==> src/rtl/timer_pkg.sv <==
// Shared types and constants for the tick-driven one-shot timer.
package timer_pkg;

  localparam int unsigned WidthDefault = 4;

  typedef enum logic [1:0] {
    StIdle = 2'd0,
    StRun  = 2'd1,
    StDone = 2'd2
  } timer_state_e;

endpackage

==> src/rtl/timer_counter.sv <==
// Loadable, enable-gated down-counter that saturates at zero and flags cnt==1.
module timer_counter
  import timer_pkg::*;
#(
  parameter int unsigned WIDTH = WidthDefault
) (
  input  logic             clk_i,
  input  logic             rst_i,
  input  logic             load_i,
  input  logic [WIDTH-1:0] load_val_i,
  input  logic             dec_i,
  output logic             is_one_o
);

  localparam logic [WIDTH-1:0] CntOne = WIDTH'(1);

  logic [WIDTH-1:0] cnt_q, cnt_d;

  always_comb begin
    cnt_d = cnt_q;
    if (load_i) begin
      cnt_d = load_val_i;
    end else if (dec_i && (cnt_q != '0)) begin
      cnt_d = cnt_q - CntOne;
    end
  end

  always_ff @(posedge clk_i) begin
    if (rst_i) begin
      cnt_q <= '0;
    end else begin
      cnt_q <= cnt_d;
    end
  end

  assign is_one_o = (cnt_q == CntOne);

endmodule

==> src/rtl/timer.sv <==
// One-shot timer: counts Value qualified ticks, then pulses expired for one clk cycle.
module timer
  import timer_pkg::*;
#(
  parameter int unsigned WIDTH = WidthDefault
) (
  input  logic             clk,
  input  logic             Reset_Sync,
  input  logic [WIDTH-1:0] Value,
  input  logic             oneHz_enable,
  input  logic             start_timer,
  output logic             expired
);

  timer_state_e state_q;
  logic         expired_q;
  logic         cnt_is_one;
  logic         cnt_dec;

  // A tick in the start cycle is ignored; counting begins on the following edge.
  assign cnt_dec = (state_q == StRun) && oneHz_enable && !start_timer;

  timer_counter #(
    .WIDTH(WIDTH)
  ) u_counter (
    .clk_i      (clk),
    .rst_i      (Reset_Sync),
    .load_i     (start_timer),
    .load_val_i (Value),
    .dec_i      (cnt_dec),
    .is_one_o   (cnt_is_one)
  );

  always_ff @(posedge clk) begin
    if (Reset_Sync) begin
      state_q   <= StIdle;
      expired_q <= 1'b0;
    end else if (start_timer) begin
      if (Value == '0) begin
        state_q   <= StDone;
        expired_q <= 1'b1;
      end else begin
        state_q   <= StRun;
        expired_q <= 1'b0;
      end
    end else begin
      unique case (state_q)
        StRun: begin
          if (oneHz_enable && cnt_is_one) begin
            state_q   <= StDone;
            expired_q <= 1'b1;
          end
        end
        StDone: begin
          state_q   <= StIdle;
          expired_q <= 1'b0;
        end
        default: begin
          state_q   <= StIdle;
          expired_q <= 1'b0;
        end
      endcase
    end
  end

  assign expired = expired_q;

endmodule

==> config.mk <==
export PLATFORM = sky130hd
export DESIGN_NAME = timer
export DESIGN_NICKNAME = d
export VERILOG_FILES = /design/src/rtl/timer_pkg.sv /design/src/rtl/timer_counter.sv /design/src/rtl/timer.sv
export SDC_FILE = /design/constraint.sdc
export NUM_CORES = 1
export LEC_CHECK = 0
export ABC_AREA = 1
export CAP_MARGIN = 25
export CORE_AREA = 5 5 42 44
export CTS_CLUSTER_SIZE = 10
export DETAILED_ROUTE_END_ITERATION = 7
export DIE_AREA = 0 0 47 49
export SETUP_SLACK_MARGIN = 0.2
export SYNTH_ARGS = -nofsm -noshare
export SYNTH_HDL_FRONTEND = slang
export SYNTH_SLANG_ARGS = --single-unit
==> constraint.sdc <==
create_clock -name clk -period 1.4 [get_ports clk]
set_input_delay 0.28 -clock clk [delete_from_list [all_inputs] [get_ports clk]]
set_output_delay 0.28 -clock clk [all_outputs]
set_load 0.01 [all_outputs]
==> impl_metrics.env <==
export IMPL_outcome="complete, no violations"
export IMPL_synth_cell_types=17
export IMPL_grt_total_usage_pct=10.2
export IMPL_hold_depth=4
export IMPL_clkLatencyLatePin_ps=240
export IMPL_hold_path_class="input port to register"
export IMPL_finalWirelength_um=966
export IMPL_syn_area_um2=418
export IMPL_synth_most_common_cell="nand2_1"
export IMPL_post_route_min_period_ps=1170
export IMPL_fin_crit_sh_pct=83.5
export IMPL_synth_top_cell_area_share_pct=28.7
export IMPL_synth_edf_count=0
export IMPL_wl_per_cell_um=9.96
export IMPL_dp_hpwl_um=746
export IMPL_drv_cap=0
export IMPL_areaGrowthSynthToFinish_pct=44.3
export IMPL_fin_tns_setup_ps=0
export IMPL_maxSlewViolCount=0
export IMPL_tightest_slew_ps=203
export IMPL_port_buffers=8
export IMPL_initial_utilization_pct=29.8
export IMPL_cts_buffer_depth=2
export IMPL_cp_arrival_ps=1310
export IMPL_first_global_vias=401
export IMPL_r2r_end="u_counter.cnt_q[0]$_SDFFE_PP0P_"
export IMPL_rr_startpoint="u_counter.cnt_q[1]$_SDFFE_PP0P_"
export IMPL_syn_avg_cell_area_um2=6.33
export IMPL_drt_iter0_drc=8
export IMPL_setup_viol=0
export IMPL_synth_area_leader_cell="dfxtp_1"
export IMPL_synth_cells_most_frequent="nand2_1, nor2_1, inv_1, dfxtp_1, nand3_1"
export IMPL_ff2ff_setup_slack_ps=230
export IMPL_dieArea_um2=2300
export IMPL_grt_antenna_before_repair=0
export IMPL_synth_cells=66
export IMPL_fin_nets=93
export IMPL_core_area_um2=1400
export IMPL_clockRootBuffer="clkbuf_4"
export IMPL_final_util_pct=43.0
export IMPL_grt_overflow=0
export IMPL_syn_nets=76
export IMPL_fmax_mhz=856
export IMPL_ant_nets=0
export IMPL_critPathLaunchType="register"
export IMPL_dr_pass1_iters=4
export IMPL_drive_gt1_share_pct=27.2
export IMPL_p_leak_nw=0.291
export IMPL_grt_first_pass_wirelength_um=1630
export IMPL_rsz0062_at_grt="true"
export IMPL_vias=440
export IMPL_worstPathRequired_ps=1540
export IMPL_design_area_um2=603
export IMPL_ios=9
export IMPL_diodes=0
export IMPL_grt_max_degree=9
export IMPL_dieHeight_um=49
export IMPL_endpoint_kind="register"
export IMPL_worst_slack_ps=231
export IMPL_clock_sinks=6
export IMPL_post_dp_cell_area_um2=532
export IMPL_hold_viol=0
export IMPL_async_reset_ff_share_pct=0
export IMPL_rows=14
export IMPL_viasPerCell=4.54
export IMPL_cts_htree_levels=1
export IMPL_clk_pin_slew_worst_paths_ps=50
export IMPL_power_density_nw_per_um2=860
export IMPL_clock_skew_ps=5.76
export IMPL_fin_hold_ws_ps=475
export IMPL_cts_buffers_inserted=3
export IMPL_critPathKind="register to register"
export IMPL_ys_ff_latch=6
export IMPL_cp_startpoint="u_counter.cnt_q[1]$_SDFFE_PP0P_"
export IMPL_cts_tree="built"
export IMPL_ys_warn_count=0
export IMPL_ir_drop_mv=0.388
export IMPL_die_width_um=47
export IMPL_max_slew_margin_pct=86.4
export IMPL_r2r_cells=8
export IMPL_synthFlopType="dfxtp_1"
export IMPL_crit_fanout=5
export IMPL_synth_top_cells_by_area="dfxtp_1, nand2_1, nor2_1"
export IMPL_post_route_drc_count=0
export IMPL_ys_seq_area_share_pct=28.7
export IMPL_cp_endpoint="u_counter.cnt_q[0]$_SDFFE_PP0P_"
export IMPL_gp_congestion=0.687
export IMPL_pre_cts_slack_ps=-37.2
## repair_timing
action	CTS	global route
hold buffers	0	0
endpoints found under the setup margin	5	5
buffers inserted	2	0
pin swaps	2	4
gates resized for setup	6	7
## power by group
group	switching [W]	leakage [nW]	internal, W
Clock	0.0000608	0.0138	0.0000968
Combinational	0.0000845	0.227	0.0000783
Sequential	0.0000119	0.0503	0.000186
## routing by layer
| metal | vias to the layer above | GRT usage, % | share of wire, % |
|---|---|---|---|
| met2 | 10 | 15.4 | 48 |
| li1 | 238 | - | - |
| met1 | 187 | 11.5 | 44 |
| met4 | 0 | 6.91 | 3.0 |
| met5 | - | 0 | 0 |
| met3 | 5 | 3.32 | 4.8 |
## layout make-up
cell class	count	area, um2
clock buffers	3	22.5
fillers	157	798
inverters	10	37.5
multi-input cells	49	279
flip-flops and latches	6	123
well taps	16	20.0
repair buffers	13	121
## registers in the layout, indices dropped and copies added, names as in the netlist
| signal | count |
|---|---|
| state_q | 2 |
| u_counter.cnt_q | 4 |
## placed cells by master (no fill, tap or decap), types with 2 or more instances in the layout
master	instances
inv_1	6
dfxtp_2	2
inv_2	4
nand2_1	16
a21oi_1	2
clkdlybuf4s50_1	5
buf_4	5
o21ai_0	4
dlymetal6s2s_1	2
nor2_1	12
nand3_1	4
clkbuf_4	3
dfxtp_1	4
## worst min path at each step
stage	from	to	slack, ps
finish	start_timer	state_q[0]$_SDFFE_PP0P_	480
global route	start_timer	state_q[0]$_SDFFE_PP0P_	520
CTS	state_q[0]$_SDFFE_PP0P_	state_q[1]$_SDFFE_PP0P_	520
detailed placement	state_q[0]$_SDFFE_PP0P_	state_q[1]$_SDFFE_PP0P_	510
global placement	state_q[0]$_SDFFE_PP0P_	state_q[1]$_SDFFE_PP0P_	510
floorplan	Reset_Sync	u_counter.cnt_q[2]$_SDFFE_PP0P_	340
## through the flow
step                      instances  total power (W)
after floorplan                  66         0.000286
after global routing             97         0.000564
after detailed placement         92         0.000337
after CTS                        97         0.000515
after global placement           92         0.000335
final                            97         0.000519
## worst max-delay path, stage by stage (launching register included)
cell and delay [ps]:
dfxtp_2 330, inv_2 50, ha_4 170, nand2_4 70, nor2_4 40, o21ai_4 200
inv_2 50, nor2_1 90, nor2_1 50
## cells by family after synthesis
logic type	count (synthesis)	synth area share (%)
flops	6	28.7
fa+ha+maj	2	5.99
compound gates	10	17.1
simple gates	37	36.5
buf+inv	11	11.7
No activity file was read; power rests on OpenSTA's default activity.
